**config.mk**
```make
export PLATFORM = sky130hd
export DESIGN_NAME = eeprom_loader
export DESIGN_NICKNAME = d
export VERILOG_FILES = /design/src/rtl/eeprom_loader.sv
export SDC_FILE = /design/constraint.sdc
export NUM_CORES = 1
export LEC_CHECK = 0
export BUFFER_PORTS_ARGS = -buffer_cell sky130_fd_sc_hd__buf_2
export CORE_ASPECT_RATIO = 1.2
export CORE_MARGIN = 3
export CORE_UTILIZATION = 50
export CTS_CLUSTER_SIZE = 14
export DETAILED_ROUTE_END_ITERATION = 10
export MAX_ROUTING_LAYER = met4
export PLACE_DENSITY = 0.82
export SLEW_MARGIN = 15
export SYNTH_ARGS = -nofsm -noshare
export SYNTH_HDL_FRONTEND = slang
export SYNTH_SLANG_ARGS = --single-unit
export TNS_END_PERCENT = 20
```
**constraint.sdc**
```tcl
create_clock -name clk -period 1.95 [get_ports clk]
set_input_delay 0.195 -clock clk [delete_from_list [all_inputs] [get_ports clk]]
set_output_delay 0.195 -clock clk [all_outputs]
set_load 0.05 [all_outputs]
```
**src/rtl/eeprom_loader.sv**
```systemverilog
// eeprom_loader: boot-time loader streaming a contiguous EEPROM byte range with per-byte timeout.
// Define EEPROM_LOADER_CHECKSUM_EN to check an 8-bit additive checksum over the block.
module eeprom_loader #(
  parameter int          NUM_BYTES      = 16,
  parameter logic [10:0] BASE_ADDR      = 11'h000,
  parameter int          TIMEOUT_CYCLES = 1_000_000
) (
  input  logic        clk,
  input  logic        rst,
  input  logic        start,
  output logic        busy,
  output logic        done,
  output logic        error,
  output logic        checksum_ok,
  output logic [10:0] eeprom_addr,
  output logic        eeprom_read,
  input  logic [7:0]  eeprom_data,
  input  logic        eeprom_data_ready,
  output logic        byte_valid,
  output logic [7:0]  byte_data,
  output logic [7:0]  byte_index
);
  typedef enum logic [1:0] {IDLE, REQ, WAIT, FINISH} state_t;
  state_t state, state_nx;
  logic [7:0] index;
  logic [23:0] timer;
  logic last;
  assign last = index == 8'(NUM_BYTES - 1);
`ifdef EEPROM_LOADER_CHECKSUM_EN
  logic [7:0] sum;
  logic sum_ok;
  assign sum_ok = sum == 8'h00;
`else
  logic sum_ok;
  assign sum_ok = 1'b1;
`endif
  always_comb begin
    state_nx = state;
    case (state)
      IDLE:    state_nx = start ? REQ : IDLE;
      REQ:     state_nx = WAIT;
      WAIT:    state_nx = eeprom_data_ready ? (last ? FINISH : REQ) : (timer == 24'd0 ? FINISH : WAIT);
      FINISH:  state_nx = IDLE;
      default: state_nx = IDLE;
    endcase
  end
  always_ff @(posedge clk or negedge rst)
    if (!rst) state <= IDLE;
    else      state <= state_nx;
  always_ff @(posedge clk or negedge rst) begin
    if (!rst) begin
      busy        <= 1'b0;
      done        <= 1'b0;
      error       <= 1'b0;
      checksum_ok <= 1'b0;
      eeprom_addr <= 11'h000;
      eeprom_read <= 1'b0;
      byte_valid  <= 1'b0;
      byte_data   <= 8'h00;
      byte_index  <= 8'h00;
      index       <= 8'h00;
      timer       <= 24'd0;
`ifdef EEPROM_LOADER_CHECKSUM_EN
      sum         <= 8'h00;
`endif
    end else begin
      eeprom_read <= state == REQ;
      byte_valid  <= 1'b0;
      done        <= 1'b0;
      case (state)
        IDLE: if (start) begin
          eeprom_addr <= BASE_ADDR;
          index       <= 8'h00;
          error       <= 1'b0;
          checksum_ok <= 1'b0;
          busy        <= 1'b1;
`ifdef EEPROM_LOADER_CHECKSUM_EN
          sum         <= 8'h00;
`endif
        end
        REQ: timer <= 24'(TIMEOUT_CYCLES);
        WAIT: if (eeprom_data_ready) begin
          byte_data  <= eeprom_data;
          byte_index <= index;
          byte_valid <= 1'b1;
`ifdef EEPROM_LOADER_CHECKSUM_EN
          sum        <= sum + eeprom_data;
`endif
          if (!last) begin
            index       <= index + 8'd1;
            eeprom_addr <= eeprom_addr + 11'd1;
          end
        end else if (timer == 24'd0) begin
          error <= 1'b1;
        end else begin
          timer <= timer - 24'd1;
        end
        FINISH: begin
          done        <= 1'b1;
          busy        <= 1'b0;
          checksum_ok <= sum_ok && !error;
        end
        default: ;
      endcase
    end
  end
endmodule

```
==> implementation parameters, run 1 <==
Parameter                              Value

Placed design
  Cell area after placement    3820 um^2
  DPL Wire Length    5.16 mm
  Setup slack at placement    -169 ps
  Port Buf Inserts    44
  Weighted congestion reported at the end of routability-driven placement    around 0.86
  Placed insts    ~460

Worst hold path
  Worst Hold Class    in2reg
  Hold path startpoint    eeprom_data[6]

Critical path
  Crit start category    flip-flop
  Reg-to-reg startpoint    timer[20]
  Slowest stage delay, CP    550 ps
  Most common cell type on the critical path    or4_4
  Highest-delay cell along the critical path    or4_4
  Timing startpoint of the critical path    timer[20]
  Kind of end point of the critical path    flip-flop
  Worst Path Max Fanout    2
  CP cell instances    or4_4 -> or4_4 -> or4_4 -> a21oi_2
  Critical Path AT    2380 ps
  Critical path data required time    2220 ps
  Setup Crit Path Kind    reg2reg

Floorplan
  Die area    7180 um^2
  Core area    between 5000 and 6000 um^2
  # IOs    45
  Cell Rows    30
  Overall die height    92.2 um
  Starting density of the core    53.3%
  Die outline width    77.9 um

Final layout
  Utilization after layout    72.5%
  Net total in the final layout    420
  Design Area, Final    around 4200 um^2
  Filler cell count in the final layout    347
  Final std cells w/o fill    489
  Area growth syn-to-layout    36.1%
  Footprint of the flip-flops and latches    1680 um^2
  N_diodes    0
  Multi-input combinational cell area    1520 um^2
  Layout cell share with drive strength beyond 1    40.3%

STA
  Clock skew after layout    9.38 ps
  Ratio of final minimum period to clock period    108%
  Worst-Margin Slew    535 ps
  Fin. max-slew vios    0
  Worst Setup Slack, final    -158 ps
  Final hold viol count    0
  Post-layout minimum cycle time    2110 ps
  Setup_tns    -1840 ps
  Final number of setup-violating endpoints    20
  Final worst hold slack    just over 80 ps
  Unrepaired setup endpoints after global routing    yes
  Achievable Freq    474 MHz
  Max-Slew Margin vs Limit    64.3%

Clock tree
  Max clock buf depth    2
  Num Clock Sinks    67
  Clock root buffer    clkbuf_8
  Clock insertion delay at the later pin of the skew report    340 ps
  Max H-tree Level    3
  Number of clock buffers inserted by TritonCTS    9
  CTS tree    done
  Register clock-pin slew on the reported worst setup and hold paths    70 ps

Power
  Power density over cell area    between 1000 and 1500 nW/um^2
  Static leakage    between 1.5 and 2 nW
  Max rail drop VDD    584 uV
  Sum of internal, switching and leakage power    5.18 mW

Synthesis
  Part of the Yosys area used for sequential elements    a little over half
  Gate count of the mapped netlist    297
  Dominant cells by area after synthesis    dfrtp_1 (54%), nand2_1 (5.6%), xor2_1 (4.2%)
  Mapped Area    between 3000 and 4000 um^2
  Most repeated cell in the gate-level netlist after synthesis    dfrtp_1
  Synthesized area per cell    about 10 um^2
  Post-synthesis cell type with the largest combined area    dfrtp_1
  Predominant post-synthesis flop cell    dfrtp_1
  Seq cells post-synth    between 60 and 70
  EDFF count, synth    0
  Area share of the largest cell type after synthesis    around 54%
  Synth Warn #    0
  Share of synthesized flip-flops with an asynchronous set or reset    100%
  Number of distinct library cells after synthesis    45
  List of most frequent post-synthesis cells    dfrtp_1 (67), nand2_1 (46), nor2_1 (23), xor2_1 (15), nand3_1 (12)
  Net Count, Synth    312

Detailed routing
  DRT Wirelength    7.64 mm
  Post-DRT Antenna Nets    0
  Mean routed wirelength per cell    15.6 um
  Total number of vias    2705
  Iter 0 DRT Violations    about 190
  Initial DRT Pass Iterations    4
  Remaining routing DRC violations    0
  Routed via count divided by cell count    5.53

Run status
  Status    complete, but fails checks
  Violations in the final reports    setup timing

Global routing
  Antenna violations before repair    0
  Most crowded layer after global routing    met2
  Overflow left after global routing    0
  Aggregate global-route resource usage    a little under a quarter
  Met3 track demand over resource    4.13%
  Number of global-route vias before repair    2788
  Met1 Usage GRT    27.7%
  First-pass GRT wire length    ~13 mm
  GRT met2 Usage    38.6%
  Largest net degree at the start of global routing    27

Run
  MaxCap Viol Count    0
[repair_timing]
action	4_1_cts	5_1_grt
gates cloned	2	0
pin swaps	13	11
hold buffers	1	0
setup buffers	7	3
resized for setup	13	15
hold endpoints to repair	20	0
setup endpoints to repair	22	25
[final timing paths]
path / depth (start not counted) / slack, ps / end
setup / recovery: 4 / -160 / timer[23]
hold / removal: 2 / 80 / byte_data[6]
setup reg to reg: 4 / -160 / timer[23]
hold reg to reg: 2 / 470 / byte_index[3]
max in group asynchronous: 3 / 1020 / timer[8]
min in group asynchronous: 2 / 360 / eeprom_addr[9]
[critical path: cells and delay by family (launching register included)]
| family | cells | cell delay [ps] |
|---|---|---|
| flops | 1 | 380 |
| simple gates | 3 | 1540 |
| compound gates | 1 | 130 |
[power by group]
group / switching, mW / internal, mW
clock: 0.532 / 0.579
sequential: 0.200 / 1.68
combinational: 1.46 / 0.732
[cell families after synthesis]
family,synth area share [%]
AO/OA/AOI/OAI,8.44
XOR/XNOR,6.50
AND/OR/NAND/NOR,21.8
adder cells (fa/ha/maj),1.21
multiplexers,5.17
buffers and inverters,2.75
flip-flops,54.1
[state kept, by name, summed over array words and instances, names as in the netlist, 2 cells and up]
register / count
byte_data: 8
byte_index: 8
index: 8
state: 2
timer: 24
eeprom_addr: 11
[metal layers]
metal  vias to the layer above  share of wire [%]
met3                        16                4.0
met4                         0                1.9
li1                       1276                  -
met1                      1346                 40
met2                        67                 54
met5                         -                  0
[cells in the final DEF, fill, tap and decap left out, types with 2 or more instances in the layout]
master      instances
o311ai_1            2
nor4_4              2
nor2_1             23
nand2_1            46
nand3_1            10
clkinvlp_4          2
nor4_2              2
nor3_2              3
o21ai_4             3
clkbuf_8            9
buf_4              58
a21o_1              2
a21oi_1             2
buf_6               2
inv_1               7
nor3_1              3
buf_2              44
o211ai_1            5
clkinv_2            2
or2_2               4
xnor2_1             8
xor2_1             15
and4_1              2
nand3_2             2
o41ai_1             2
and3_1              4
nand4_1             9
dfrtp_1            67
mux2i_1             7
nand2b_1            2
or3_4               3
or4_1               3
o31ai_1             6
ha_1                2
nor4_1              3
a211oi_2            2
mux2_2              8
or4_4               6
o21ai_0             6
[layout make-up]
cell class              count  area share (%)
multi-input cells         213            36.0
well taps                  80            2.37
clock buffers              10            3.03
clock inverters             5            1.31
inverters                   8           0.712
flip-flops and latches     67            39.8
repair buffers            106            16.8
Note: power is estimated with default switching activity, not from simulation.
==> inputs of run 2 (changes only) <==
--- a/config.mk
+++ b/config.mk
@@ -13,6 +13,7 @@
 export DETAILED_ROUTE_END_ITERATION = 10
 export MAX_ROUTING_LAYER = met4
 export PLACE_DENSITY = 0.82
+export SKIP_LAST_GASP = 1
 export SLEW_MARGIN = 15
 export SYNTH_ARGS = -nofsm -noshare
 export SYNTH_HDL_FRONTEND = slang
==> run 2 against run 1 <==
Effect of this change: the flow still finishes with violations (setup timing); final cell count unchanged; cell area shrank 1.8%; highest routed layer unchanged; hold slack worse by 0.54 ps; clock skew decreased by 0.72 ps; largest cell class unchanged; via count rose by 0.22%; wire length fell by 2.4%.
==> implementation parameters, run 2 (same netlist as run 1, synthesis figures left out) <==
Parameter                              Value

Run status
  Status    complete, but fails checks
  Violations in the final reports    setup timing

Critical path
  Crit start category    flip-flop
  Worst Path Max Fanout    2 (unchanged)
  Critical path data required time    2220 ps (about the same)
  Register-to-Register Path Depth    4 (unchanged)
  Critical Path AT    2370 ps (about the same)
  Timing startpoint of the critical path    timer[20]
  Reg-to-reg startpoint    timer[20]
  R2r setup slk    -150 ps (about the same)
  Setup Crit Path Kind    reg2reg
  Kind of end point of the critical path    flip-flop
  Reg2Reg Capture Point    timer[23]

STA
  Post-layout minimum cycle time    2100 ps (-13.0 ps)
  Worst Setup Slack, final    -145 ps (+13.0 ps)
  Achievable Freq    477 MHz (+0.62%)
  Ratio of final minimum period to clock period    107% (-0.67 points)
  Setup_tns    -2180 ps (-338 ps)
  Final hold viol count    0 (unchanged)
  Clock skew after layout    8.66 ps (-0.720 ps)
  Final worst hold slack    80.0 ps (-0.541 ps)
  Fin. max-slew vios    0 (unchanged)
  Worst-Margin Slew    533 ps (-2.14 ps)
  Unrepaired setup endpoints after global routing    yes
  Final number of setup-violating endpoints    22 (+10%)
  Max-Slew Margin vs Limit    64.5% (+0.14 points)

Placed design
  Weighted congestion reported at the end of routability-driven placement    0.856 (unchanged)
  DPL Wire Length    5.16 mm (unchanged)
  Port Buf Inserts    44 (unchanged)
  Setup slack at placement    -169 ps (unchanged)
  Placed insts    462 (unchanged)
  Cell area after placement    3820 um^2 (unchanged)

Detailed routing
  DRT Wirelength    7.46 mm (-2.4%)
  Total number of vias    2711 (+0.22%)
  Post-DRT Antenna Nets    0 (unchanged)
  Initial DRT Pass Iterations    4 (unchanged)
  Routed via count divided by cell count    5.54 (+0.22%)
  Mean routed wirelength per cell    15.3 um (-2.4%)
  Remaining routing DRC violations    0 (unchanged)
  Iter 0 DRT Violations    125 (-32%)

Final layout
  Footprint of the flip-flops and latches    1680 um^2 (unchanged)
  Multi-input combinational cell area    1450 um^2 (-4.9%)
  Largest regs    timer (24), eeprom_addr (11)
  N_diodes    0 (unchanged)
  Design Area, Final    4140 um^2 (-1.8%)
  Most frequent cells in the layout    dfrtp_1 (67), buf_4 (59), nand2_1 (46)
  Net total in the final layout    420 (unchanged)
  Most common library cell in the layout ignoring fill and taps    dfrtp_1
  Final std cells w/o fill    489 (unchanged)
  Layout cell share with drive strength beyond 1    37.2% (-3.2 points)
  Area growth syn-to-layout    33.6%
  Utilization after layout    71.2% (-1.3 points)
  Filler cell count in the final layout    362 (+4.3%)
  Most flop-heavy register    timer
  Largest register FFs    24 (unchanged)

Clock tree
  Clock insertion delay at the later pin of the skew report    340 ps (about the same)
  Number of clock buffers inserted by TritonCTS    9 (unchanged)
  Register clock-pin slew on the reported worst setup and hold paths    70 ps (about the same)
  Clock root buffer    clkbuf_8
  Max H-tree Level    3 (unchanged)
  Max clock buf depth    2 (unchanged)
  CTS tree    done
  Num Clock Sinks    67 (unchanged)

Global routing
  Largest net degree at the start of global routing    27 (unchanged)
  First-pass GRT wire length    12.9 mm (-1.1%)
  Antenna violations before repair    0 (unchanged)
  Overflow left after global routing    0 (unchanged)
  Number of global-route vias before repair    2770 (-0.65%)
  Aggregate global-route resource usage    23.0% (-0.28 points)

Floorplan
  Starting density of the core    53.3% (unchanged)
  Cell Rows    30 (unchanged)
  Die outline width    77.9 um (unchanged)
  Die area    7180 um^2 (unchanged)
  # IOs    45 (unchanged)
  Core area    5820 um^2 (unchanged)
  Overall die height    92.2 um (unchanged)

Power
  Power density over cell area    1240 nW/um^2 (+0.83%)
  Sum of internal, switching and leakage power    5.13 mW (-1.0%)
  Max rail drop VDD    583 uV (-0.13%)
  Static leakage    1.97 nW (-0.80%)

Run
  MaxCap Viol Count    0 (unchanged)

Worst hold path
  Worst Hold Class    in2reg
  Min-Delay Endpoint    byte_data[6]
  Cell depth of the worst hold path    2 (unchanged)
  Hold path startpoint    eeprom_data[6]
-- run 2: power by group --
group / leakage (nW) / switching (mW) / internal [mW]
Sequential: 0.862 / 0.199 / 1.68
Clock: 0.0881 / 0.530 / 0.579
Combinational: 1.02 / 1.43 / 0.712
Total: 1.97 / 2.16 / 2.97
-- run 2: worst max-delay path by stage --
stage                     end  slack (ps)  depth (start not counted)
finish              timer[23]        -150                          4
detailed placement  timer[23]        -170                          4
global placement    timer[23]        -150                          6
floorplan           timer[23]        -140                          4
global route        timer[16]        -230                          8
CTS                 timer[23]        -150                          4
-- run 2: cell type report --
class                           instances  share of cell area [%]
Sequential cell                        67                    40.5
Multi-Input combinational cell        213                    34.9
Timing Repair Buffer                  106                    17.0
Clock buffer                           10                    3.08
Tap cell                               80                    2.42
Clock inverter                          5                    1.33
Inverter                                8                   0.725
-- run 2: timing repair --
action / in CTS / in global routing
gates cloned: 2 / 0
pin swaps: 10 / 9
gates resized for setup: 7 / 4
hold buffers: 1 / 0
setup endpoints to repair: 22 / 26
buffers inserted: 7 / 3
endpoints found under the hold margin: 20 / 0
-- run 2: worst max-delay path: stages, from the launching register on --
cell and delay [ps]:
dfrtp_1 380, or4_4 550, or4_4 500, or4_4 490, a21oi_2 120
-- run 2: routing by layer --
metal | share of wire (%) | vias to the layer above | track usage (%)
li1 | - | 1276 | -
met1 | 41 | 1344 | 27.4
met2 | 53 | 70 | 37.9
met3 | 4.1 | 21 | 4.22
met4 | 2.3 | 0 | 10.2
met5 | 0 | - | -
==> inputs of run 3 (changes only) <==
--- a/config.mk
+++ b/config.mk
@@ -8,11 +8,11 @@
 export BUFFER_PORTS_ARGS = -buffer_cell sky130_fd_sc_hd__buf_2
 export CORE_ASPECT_RATIO = 1.2
 export CORE_MARGIN = 3
-export CORE_UTILIZATION = 50
+export CORE_UTILIZATION = 45
 export CTS_CLUSTER_SIZE = 14
 export DETAILED_ROUTE_END_ITERATION = 10
 export MAX_ROUTING_LAYER = met4
-export PLACE_DENSITY = 0.82
+export PLACE_DENSITY = 0.76
 export SKIP_LAST_GASP = 1
 export SLEW_MARGIN = 15
 export SYNTH_ARGS = -nofsm -noshare
==> run 3 against run 2 <==
Effect of this change: the flow still finishes with violations (setup timing); die area increased by 10%; register-to-register slack got worse by 40 ps; power increased by 4.1%; highest routed layer unchanged.
==> implementation parameters, run 3 (same netlist as run 1, synthesis figures left out) <==
Parameter                              Value

Floorplan
  Core area    6570 um^2 (+13%)
  Die area    7920 um^2 (+10%)
  Starting density of the core    47.2% (-6.1 points)
  Overall die height    96.9 um (+5.1%)
  Die outline width    81.8 um (+5.0%)
  # IOs    45 (unchanged)
  Cell Rows    32 (+6.7%)

Detailed routing
  Total number of vias    2693 (-0.66%)
  DRT Wirelength    7.71 mm (+3.4%)
  Remaining routing DRC violations    0 (unchanged)
  Post-DRT Antenna Nets    0 (unchanged)
  Mean routed wirelength per cell    15.7 um (+3.1%)
  Routed via count divided by cell count    5.50 (-0.87%)
  Iter 0 DRT Violations    135 (+8.0%)
  Initial DRT Pass Iterations    4 (unchanged)

Final layout
  Most frequent cells in the layout    dfrtp_1 (67), buf_4 (49), nand2_1 (46)
  N_diodes    0 (unchanged)
  Area growth syn-to-layout    36.8%
  Most common library cell in the layout ignoring fill and taps    dfrtp_1
  Layout cell share with drive strength beyond 1    38.5% (+1.4 points)
  Filler cell count in the final layout    491 (+36%)
  Net total in the final layout    415 (-1.2%)
  Most flop-heavy register    timer
  Largest regs    timer (24), eeprom_addr (11)
  Largest register FFs    24 (unchanged)

Power
  Static leakage    1.99 nW (+0.90%)
  Clock network power share    24.1% (+2.5 points)
  Sum of internal, switching and leakage power    5.34 mW (+4.1%)
  Power density over cell area    1260 nW/um^2 (+1.7%)
  Share of power burned in registers    35.4% (-1.2 points)
  Cell Int Power    3.16 mW (+6.3%)
  Max rail drop VDD    916 uV (+57%)
  Combinational share of power    40.5% (-1.3 points)
  Switching component of the power    2.18 mW (+1.0%)
  Switching part of the total    40.8% (-1.2 points)

Global routing
  Aggregate global-route resource usage    20.5% (-2.5 points)
  Number of global-route vias before repair    2652 (-4.3%)
  Antenna violations before repair    0 (unchanged)
  Largest net degree at the start of global routing    68 (+150%)
  First-pass GRT wire length    12.4 mm (-3.5%)
  Overflow left after global routing    0 (unchanged)

Placed design
  Port Buf Inserts    44 (unchanged)
  DPL Wire Length    4.90 mm (-5.1%)
  Weighted congestion reported at the end of routability-driven placement    0.819 (-4.3%)

Clock tree
  Number of clock buffers inserted by TritonCTS    9 (unchanged)
  Num Clock Sinks    67 (unchanged)
  CTS tree    done
  Max clock buf depth    2 (unchanged)
  Max H-tree Level    3 (unchanged)
  Clock insertion delay at the later pin of the skew report    350 ps (about the same)
  Register clock-pin slew on the reported worst setup and hold paths    70 ps (about the same)
  Clock root buffer    clkbuf_8

Worst hold path
  Worst Hold Class    in2reg

Critical path
  Setup Crit Path Kind    reg2reg
  Highest-delay cell along the critical path    or4_4
  Worst Path Max Fanout    6 (+4)
  Kind of end point of the critical path    flip-flop
  Critical path data required time    2160 ps (-60 ps)
  Critical Path AT    2340 ps (-30 ps)
  CP cell instances    or4_4 -> nor4_4 -> o21ai_4 -> buf_4 -> o31ai_1 -> o211ai_1
  Slowest stage delay, CP    560 ps (about the same)
  Crit start category    flip-flop

STA
  Final worst hold slack    79.0 ps (-1.09 ps)
  Achievable Freq    468 MHz (-2.0%)
  Worst Setup Slack, final    -188 ps (-42.5 ps)
  Ratio of final minimum period to clock period    110% (+2.2 points)
  Max-Slew Margin vs Limit    64.3% (-0.16 points)
  Final hold viol count    0 (unchanged)
  Fin. max-slew vios    0 (unchanged)
  Worst-Margin Slew    522 ps (-11.1 ps)
  Final number of setup-violating endpoints    18 (-18%)
  Unrepaired setup endpoints after global routing    yes
  Post-layout minimum cycle time    2140 ps (+42.5 ps)
  Clock skew after layout    5.42 ps (-3.23 ps)

Run status
  Violations in the final reports    setup timing
  Status    complete, but fails checks

Run
  MaxCap Viol Count    0 (unchanged)
==> run 3: cell count changes in the layout (fill, tap and decap cells not counted), sizes merged <==
cell,change
clkbuf,+2
buf,-5
bufinv,+1
clkinvlp,-2
==> run 3: final cells by class <==
class | count | area [um^2] | area share (%)
timing repair buffer | 101 | 694 | 16.4
clock buffer | 12 | 145 | 3.42
tap | 85 | 106 | 2.51
clock inverter | 4 | 73.8 | 1.74
multi-input combinational | 213 | 1510 | 35.7
inverter | 8 | 30.0 | 0.708
sequential | 67 | 1680 | 39.6
==> run 3: per-layer routing <==
layer	track usage (%)	wire length (um)	up-vias	part of all wire [%]
met5	-	0	-	0
met4	7.67	148	0	1.9
met3	5.49	334	18	4.3
met2	33.0	4030	65	52
met1	24.3	3200	1335	41
li1	-	-	1275	-
==> run 3: critical path, delay by kind of cell, from the launching register on <==
family / cells / cell delay, ps
buffers and inverters: 1 / 160
AOI/OAI and AO/OA: 3 / 520
DFF: 1 / 420
and+or+nand+nor: 2 / 900
==> run 3: power groups by stage <==
stage / Clock, mW / Combinational [mW] / Sequential, mW
global placement: 0 / 2.04 / 1.89
global route: 1.38 / 2.31 / 1.93
detailed placement: 0 / 2.07 / 1.91
floorplan: 0 / 0.721 / 2.57
CTS: 1.31 / 2.09 / 1.88
finish: 1.29 / 2.17 / 1.89
==> run 3: timing repair <==
action / 4_1_cts / 5_1_grt
cloned: 2 / 0
setup endpoints to repair: 23 / 28
resized for setup: 7 / 21
hold buffers: 1 / 0
hold endpoints to repair: 67 / 0
pin swaps: 6 / 5
buffers inserted: 2 / 3
==> run 3: final timing paths <==
kind | from | to | slack [ps] | cells past startpoint
hold / removal | eeprom_data[6] | byte_data[6] | 80 | 2
setup / recovery | timer[1] | timer[17] | -190 | 6
setup reg to reg | timer[1] | timer[17] | -190 | 6
hold reg to reg | byte_index[3] | byte_index[3] | 480 | 2
min in group asynchronous | rst | eeprom_addr[2] | 390 | 3
max in group asynchronous | rst | timer[0] | 1250 | 3
==> run 3: metrics by stage <==
step	TNS, ps	area [um^2]	setup WS (ps)	std cells	utilization (%)
after global routing	-2730	4240	-227	490	64.6
after floorplan	-540	3140	-142	297	-
after global placement	-1590	3840	-150	467	58.4
after detailed placement	-2170	3840	-216	467	58.4
final	-1220	4240	-188	490	64.6
after CTS	-1600	4120	-159	487	62.7
